`src/rtl/rca_word_sequencer.sv`:
```
// Multi-precision adder: steps one 6-bit ripple-carry adder across WORDS slices,
// least-significant first, with valid/ready handshakes on operands and result.

module six_bit_ripple_carry_adder (
    input  logic [5:0] a,
    input  logic [5:0] b,
    input  logic       cin,
    output logic [5:0] sum,
    output logic       cout
);
    logic [6:0] c;

    assign c[0] = cin;

    for (genvar i = 0; i < 6; i++) begin : g_bit
        assign sum[i]   = a[i] ^ b[i] ^ c[i];
        assign c[i + 1] = (a[i] & b[i]) | (c[i] & (a[i] ^ b[i]));
    end

    assign cout = c[6];
endmodule

module rca_word_sequencer #(
    parameter int WORDS = 4
) (
    input  logic                 clk,
    input  logic                 rst_n,
    input  logic                 in_valid,
    output logic                 in_ready,
    input  logic [6*WORDS-1:0]   a,
    input  logic [6*WORDS-1:0]   b,
    input  logic                 carry_in,
    output logic                 out_valid,
    input  logic                 out_ready,
    output logic [6*WORDS-1:0]   sum,
    output logic                 carry_out,
    output logic                 busy
);
    localparam int W     = 6 * WORDS;
    localparam int IDX_W = $clog2(WORDS + 1);

    if (WORDS < 1 || WORDS > 16) begin : g_bad_words
        $error("rca_word_sequencer: WORDS must be in 1..16");
    end

    typedef enum logic [1:0] {
        ST_IDLE,
        ST_RUN,
        ST_DONE
    } state_e;

    state_e             state_q, state_d;
    logic [W-1:0]       a_q, b_q, sum_q;
    logic [IDX_W-1:0]   idx_q;
    logic               carry_q;
    logic               carry_out_q;

    logic [5:0]         slice_a, slice_b, add_sum;
    logic               add_cout;
    logic               last_slice;

    assign last_slice = (idx_q == IDX_W'(WORDS - 1));

    // Constant-index mux keeps the slice select free of out-of-range indexing.
    always_comb begin
        slice_a = '0;
        slice_b = '0;
        for (int w = 0; w < WORDS; w++) begin
            if (idx_q == IDX_W'(w)) begin
                slice_a = a_q[6*w +: 6];
                slice_b = b_q[6*w +: 6];
            end
        end
    end

    six_bit_ripple_carry_adder u_adder (
        .a    (slice_a),
        .b    (slice_b),
        .cin  (carry_q),
        .sum  (add_sum),
        .cout (add_cout)
    );

    // NOTE: every variable gets a default before the case, so no path leaves it unassigned and no latch is inferred.
    always_comb begin
        state_d = state_q;
        case (state_q)
            ST_IDLE: if (in_valid)   state_d = ST_RUN;
            ST_RUN:  if (last_slice) state_d = ST_DONE;
            ST_DONE: if (out_ready)  state_d = ST_IDLE;
            default:                 state_d = ST_IDLE;
        endcase
    end

    // NOTE: sequential state uses non-blocking assignments so every register samples pre-edge values.
    always_ff @(posedge clk or negedge rst_n) begin
        if (!rst_n) begin
            state_q <= ST_IDLE;
        end else begin
            state_q <= state_d;
        end
    end

    always_ff @(posedge clk or negedge rst_n) begin
        if (!rst_n) begin
            a_q         <= '0;
            b_q         <= '0;
            sum_q       <= '0;
            idx_q       <= '0;
            carry_q     <= 1'b0;
            carry_out_q <= 1'b0;
        end else begin
            case (state_q)
                ST_IDLE: begin
                    if (in_valid) begin
                        a_q     <= a;
                        b_q     <= b;
                        carry_q <= carry_in;
                        idx_q   <= '0;
                    end
                end
                ST_RUN: begin
                    for (int w = 0; w < WORDS; w++) begin
                        if (idx_q == IDX_W'(w)) sum_q[6*w +: 6] <= add_sum;
                    end
                    carry_q <= add_cout;
                    idx_q   <= idx_q + 1'b1;
                    if (last_slice) carry_out_q <= add_cout;
                end
                default: ;
            endcase
        end
    end

    assign in_ready  = (state_q == ST_IDLE);
    assign busy      = (state_q == ST_RUN);
    assign out_valid = (state_q == ST_DONE);
    assign sum       = sum_q;
    assign carry_out = carry_out_q;
endmodule

```
`config.mk`:
```
export PLATFORM = sky130hd
export DESIGN_NAME = rca_word_sequencer
export DESIGN_NICKNAME = d
export VERILOG_FILES = /design/src/rtl/rca_word_sequencer.sv
export SDC_FILE = /design/constraint.sdc
export NUM_CORES = 1
export LEC_CHECK = 0
export BUFFER_PORTS_ARGS = -buffer_cell sky130_fd_sc_hd__buf_4
export CAP_MARGIN = 20
export CORE_MARGIN = 2
export CORE_UTILIZATION = 45
export CTS_CLUSTER_SIZE = 40
export DETAILED_ROUTE_END_ITERATION = 7
export PLACE_DENSITY = 0.76
export SYNTH_ARGS = -nofsm -noshare
export SYNTH_HDL_FRONTEND = slang
export SYNTH_SLANG_ARGS = --single-unit
```
`constraint.sdc`:
```
create_clock -name clk -period 3.9 [get_ports clk]
set_input_delay 0.78 -clock clk [delete_from_list [all_inputs] [get_ports clk]]
set_output_delay 0.78 -clock clk [all_outputs]
set_load 0.03 [all_outputs]
```
; Word-level counts from Yosys, hierarchy flattened
; Cells that the tools add are included.
[totals]
inputBits = 53
wordCells = 75
out_inout_bits = 28
register_bits = 79
[op_classes]
n_mux = 16
n_eq_ne = 8
n_reduce_logical = 10
bitwise_logic = 30
n_addsub = 1
[ops]
columns = operator, n
row1 = 2-to-1 mux 6 bit, 8
row2 = AND 1 bit, 12
row3 = AND reduction 2 bit, 6
row4 = bitwise XOR 1 bit, 12
row5 = "== test 3 x 2 -> 1 bit, second input constant", 2
row6 = 2-to-1 mux 2 bit, 3
row7 = OR 1 bit, 6
row8 = case mux 2 bit (3 select lines), 1
row9 = case mux 3 bit (2 select lines), 1
row10 = "!= test 2 x 1 -> 1 bit, second input constant", 2
row11 = "adder 3 x 1 -> 3 bit, second input constant", 1
row12 = "== test 3 x 1 -> 1 bit, second input constant", 1
row13 = logical NOT 3 bit, 1
row14 = 2-to-1 mux 3 bit, 1
row15 = AND reduction 3 bit, 1
row16 = "== test 2 x 1 -> 1 bit, second input constant", 1
row17 = "== test 2 bit, second input constant", 1
row18 = logical NOT 2 bit, 1
row19 = "!= test 2 bit, second input constant", 1
row20 = case mux 1 bit (2 select lines), 1
row21 = nonzero test 2 bit, 1
row22 = 2-to-1 mux 1 bit, 1

; Longest topological paths before layout
[logic_depth]
word_depth = 19
ltp_mapped = 17
mapped_depth_nobuf = 15

; By module
; From an unflattened synthesis, not the netlist that was laid out.
[unflattened]
hier_cells = 365
hier_area_um2 = 3642.2
[modules_own_cells]
columns = module, area_per_inst_um2, n_inst, cells_each, seq_area_each_um2
row1 = rca_word_sequencer, 3484.6, 1, 349, 1976.9
row2 = six_bit_ripple_carry_adder, 157.7, 1, 16, 0.0

; Worst setup path before layout
; OpenSTA, ideal clock, no wires.
[synth_path]
path_kind = reg-to-reg
from = reg idx_q[0]
to = reg sum_q[23], in the netlist sum[23]
required_ns = 3.775
arrival_ns = 3.752
stages_incl_launch_ff = 17
setup_ns = 0.125
path_buffers = 1
path_slack_ns = 0.023
synth_period_minus_slack_ns = 3.877
cell_sequence = dfrtp_1 -> ha_1 -> ha_1 -> nor2_1 -> clkbuf_1 -> o21ai_0 -> a2bb2oi_1 -> fa_1 -> inv_1 -> fa_1 -> fa_1 -> inv_1 -> fa_1 -> fa_1 -> inv_1 -> fa_1 -> mux2_2
[synth_via]
elab_chain_len = 17
word_cells_on_any_way = 35
classes_between = 3 x eq/ne / 8 x mux / 22 x bitwise / 2 x reduce/logical
[synth_lines]
columns = element, line
row1 = start: declaration, 54  ; logic [IDX_W-1:0] idx_q;
row2 = start signal: assignment, 127  ; idx_q <= idx_q + 1'b1;
row3 = logical NOT 3 bit, 69  ; if (idx_q == IDX_W'(w)) begin
row4 = 2-to-1 mux 6 bit (4 in a row), 69
row5 = bitwise XOR 1 bit, 17  ; assign c[i + 1] = (a[i] & b[i]) | (c[i] & (a[i] ^ b[i]));
row6 = AND 1 bit, 17
row7 = OR 1 bit, 17
row8 = AND 1 bit, 17
row9 = OR 1 bit, 17
row10 = AND 1 bit, 17
row11 = OR 1 bit, 17
row12 = AND 1 bit, 17
row13 = OR 1 bit, 17
row14 = AND 1 bit, 17
row15 = OR 1 bit, 17
row16 = bitwise XOR 1 bit (*), 16  ; assign sum[i] = a[i] ^ b[i] ^ c[i];
row17 = via add_sum[5], 58  ; logic [5:0] slice_a, slice_b, add_sum;
row18 = end signal: indexed assignment, 124  ; if (idx_q == IDX_W'(w)) sum_q[6*w +: 6] <= add_sum;
row19 = end: declaration, 53  ; logic [W-1:0] a_q, b_q, sum_q;
; Mark *: on every way through the listed nets, which the timed path passes. The rest lies on a longest branch.
; A chain may end at the register's enable or synchronous reset.

; Worst setup path after layout
; Ends and elaborated chain as after synthesis.

==> results by group <==
Timing
  • Max Freq: 266 MHz
  • Hold_ws: approximately 0.48 ns
  • Min cycle time layout: 3.76 ns
  • Final Hold Viols: 0
  • Final WS setup: roughly 0.14 ns
  • Max Clock Skew: 0.00726 ns
  • Endpoints failing setup: 0
  • Fin crit share: a little over nine tenths
  • Slew headroom: between 30% and 40%
  • Worst Tran Pin Value: 0.967 ns
  • Final Max Tran Viols: 0

Routing
  • Initial drt markers: 138
  • Via density: slightly above 5
  • Final ANT Viol Nets: 0
  • Total routed wirelength: 8110 um
  • Drc violations: 0
  • Routed vias: roughly 2900
  • Routed wire per std cell: between 10 and 15 um
  • Number of detailed-route iterations in the first pass: 4

Placement
  • GP Congestion: 0.876
  • Dpl ws: -0.0681 ns
  • Post-DP HPWL: 6030 um
  • I/O Buffers: 80
  • Placed cells: roughly 550

Cells and area
  • Nets: 520
  • Most frequent cells in the layout: nand2_1, buf_4, dfrtp_1
  • Commonest non-fill, non-tap cell in the layout: nand2_1
  • Post-route non-filler standard cell count: 562
  • Layout area overhead: 27.7%
  • Diodes inserted: 0
  • Share of cells above drive strength 1: about 30%
  • Layout Utilization: roughly three fifths

Clocking
  • Clk sinks: 79
  • Clk root buf: clkbuf_8
  • Later-pin clock latency in the skew report: roughly 0.34 ns
  • H-tree levels: 3
  • CTS tree: yes
  • CTS max path bufs: 2
  • Clk slew on worst S/H paths: approximately 0.070 ns
  • TritonCTS Buffers: 9
  • CTS Hold Bufs: 0

Floorplan
  • Full die area: between 8000 and 9000 um2
  • Num rows: 32
  • Die height: 93.2 um
  • Initial Util: between 40% and 50%
  • Die W: 93.2 um
  • Ports: 81
  • Core ar.: a little under 8000 um2

Setup path
  • Worst path slowest cell: fa_2
  • Cell Chain, Critical Path: buf_4 > inv_1 > ha_2 > nor2b_4 > a221oi_2 > a2bb2oi_2 > fa_2 > inv_2 > fa_2 > fa_1 > inv_1 > fa_1 > fa_1 > inv_2 > fa_2 > mux2_2
  • CP endpoint kind: flip-flop
  • Top delay family on crit path: adder cells
  • Crit path launch type: flip-flop
  • Buf+Inv Stages, Crit Path: 5
  • CP Max Fanout: 4
  • Worst R2R End: sum[23]$_DFFE_PN0P_
  • Setup crit end: sum[23]$_DFFE_PN0P_
  • Worst R2R Setup Slack: 0.14 ns
  • Critical path depth in cells: 16
  • Max incr delay on CP: 0.44 ns
  • Setup crit start: idx_q[0]$_DFFE_PN0P_
  • CP arrival: ~4 ns
  • Reg2Reg Depth: 16
  • Critical path class: reg -> reg
  • CP Data Required Time: slightly above 4 ns
  • Worst R2R Start: idx_q[0]$_DFFE_PN0P_

Synth
  • Register bit count reported by yosys: 79
  • Mapped Area: roughly 3600 um2
  • YS warnings: 0
  • Register area share after synthesis: 55.2%
  • Area contributors post-synth: dfrtp_1, nand2_1, o21ai_0, mux2_2, fa_1
  • Yosys top cell area share: 55.2%
  • Area leader, netlist: dfrtp_1
  • Syn Area/Cell: 9.63 um2
  • Syn Inst Count: 372
  • Distinct cells, synth: 29
  • Synthesized Nets: 436

Global routing
  • Total GRT Usage: approximately 20%
  • Vias in the first global route: 2774
  • Largest net degree at the start of global routing: 80
  • First-pass GRT wire length: 13400 um
  • Grt total ovfl: 0
  • Initial antenna violation count: 0

Flow run
  • Number of max-cap violations: 0

Pwr
  • Peak VDD IR: approximately 0.38 mV
  • Leakage power: about 0.0023 uW
  • Tot Pwr: approximately 4400 uW
  • Pwr dens: between 900 and 1000 nW/um2

Status
  • Status: finished, final reports clean

Hold path
  • HP Class: reg -> reg
[sequential cells by signal, summed over array words and instances, names as in the netlist]
| register | cells |
|---|---|
| b_q | 24 |
| state_q | 2 |
| carry_q | 1 |
| carry_out | 1 |
| sum | 24 |
| a_q | 24 |
| idx_q | 3 |
[stage by stage]
stage / instance area (um2) / TNS [ns]
CTS: 4510 / 0
global placement: 4270 / 0
finish: 4580 / 0
detailed placement: 4270 / -0.261
floorplan: 3580 / 0
global route: 4580 / -0.0560
[worst min path at each step]
stage | startpoint | to | slack (ns) | cells after the start
floorplan | a_q[16]$_DFFE_PN0P_ | a_q[16]$_DFFE_PN0P_ | 0.44 | 2
global placement | a_q[5]$_DFFE_PN0P_ | a_q[5]$_DFFE_PN0P_ | 0.46 | 2
detailed placement | a_q[16]$_DFFE_PN0P_ | a_q[16]$_DFFE_PN0P_ | 0.46 | 2
CTS | a_q[16]$_DFFE_PN0P_ | a_q[16]$_DFFE_PN0P_ | 0.49 | 2
global route | b_q[5]$_DFFE_PN0P_ | b_q[5]$_DFFE_PN0P_ | 0.50 | 2
finish | a_q[16]$_DFFE_PN0P_ | a_q[16]$_DFFE_PN0P_ | 0.48 | 2
[report_power, final]
part           leakage [uW]  switching [uW]  internal [uW]
clock network      0.000113             281            421
logic               0.00123            1260            928
registers          0.000986             266           1210
total               0.00233            1810           2560
[kinds of logic (layout without fill, tap and decap cells)]
kind of cell | Yosys count | after routing | synth area share [%]
buffers and inverters | 32 | 120 | 4.99
adders and majority gates | 11 | 11 | 5.10
and+or+nand+nor | 183 | 183 | 21.1
AOI/OAI and AO/OA | 54 | 54 | 9.54
DFF | 79 | 79 | 55.2
muxes | 13 | 13 | 4.09
[cells in the mapped netlist]
library cell / instances
a21oi_1: 2
a221o_1: 1
a221oi_1: 10
a2bb2oi_1: 4
a32oi_1: 2
buf_2: 11
buf_6: 6
clkbuf_1: 5
dfrtp_1: 79
fa_1: 6
ha_1: 5
inv_1: 9
inv_2: 1
mux2_2: 13
nand2_1: 165
nand2b_1: 3
nand2b_2: 1
nand3_1: 1
nand3_2: 1
nand3b_1: 1
nand4bb_1: 3
nor2_1: 2
nor2b_1: 3
nor3_1: 1
nor3b_2: 1
o21ai_0: 33
o21ai_2: 1
o31ai_1: 1
or3b_1: 1
[layer usage]
metal / wire length (um) / up-vias / global-route usage (%) / part of all wire (%)
met5: 0 / - / 0 / 0
met4: 170 / 0 / 6.86 / 2.1
met3: 500 / 18 / 3.30 / 6.2
met2: 3770 / 101 / 30.7 / 47
met1: 3670 / 1360 / 28.2 / 45
li1: - / 1380 / - / -
[tightest hold or removal path: stages, from the launching register on]
cell	delay [ns]
dfrtp_1	0.35
nand2_1	0.05
nand2_1	0.05
[layout make-up]
cell class / count / area (um2)
clock inverters: 4 / 95.1
repair buffers: 95 / 717
clock buffers: 11 / 131
inverters: 10 / 37.5
well taps: 102 / 128
multi-input cells: 261 / 1490
flip-flops and latches: 79 / 1980
fillers: 653 / 3150
[timing repair]
action | in CTS | in global routing
pin swaps | 2 | 2
endpoints found under the setup margin | 4 | 6
buffers inserted | 0 | 2
gates resized for setup | 4 | 16
Power figures use the tool's default switching activity.
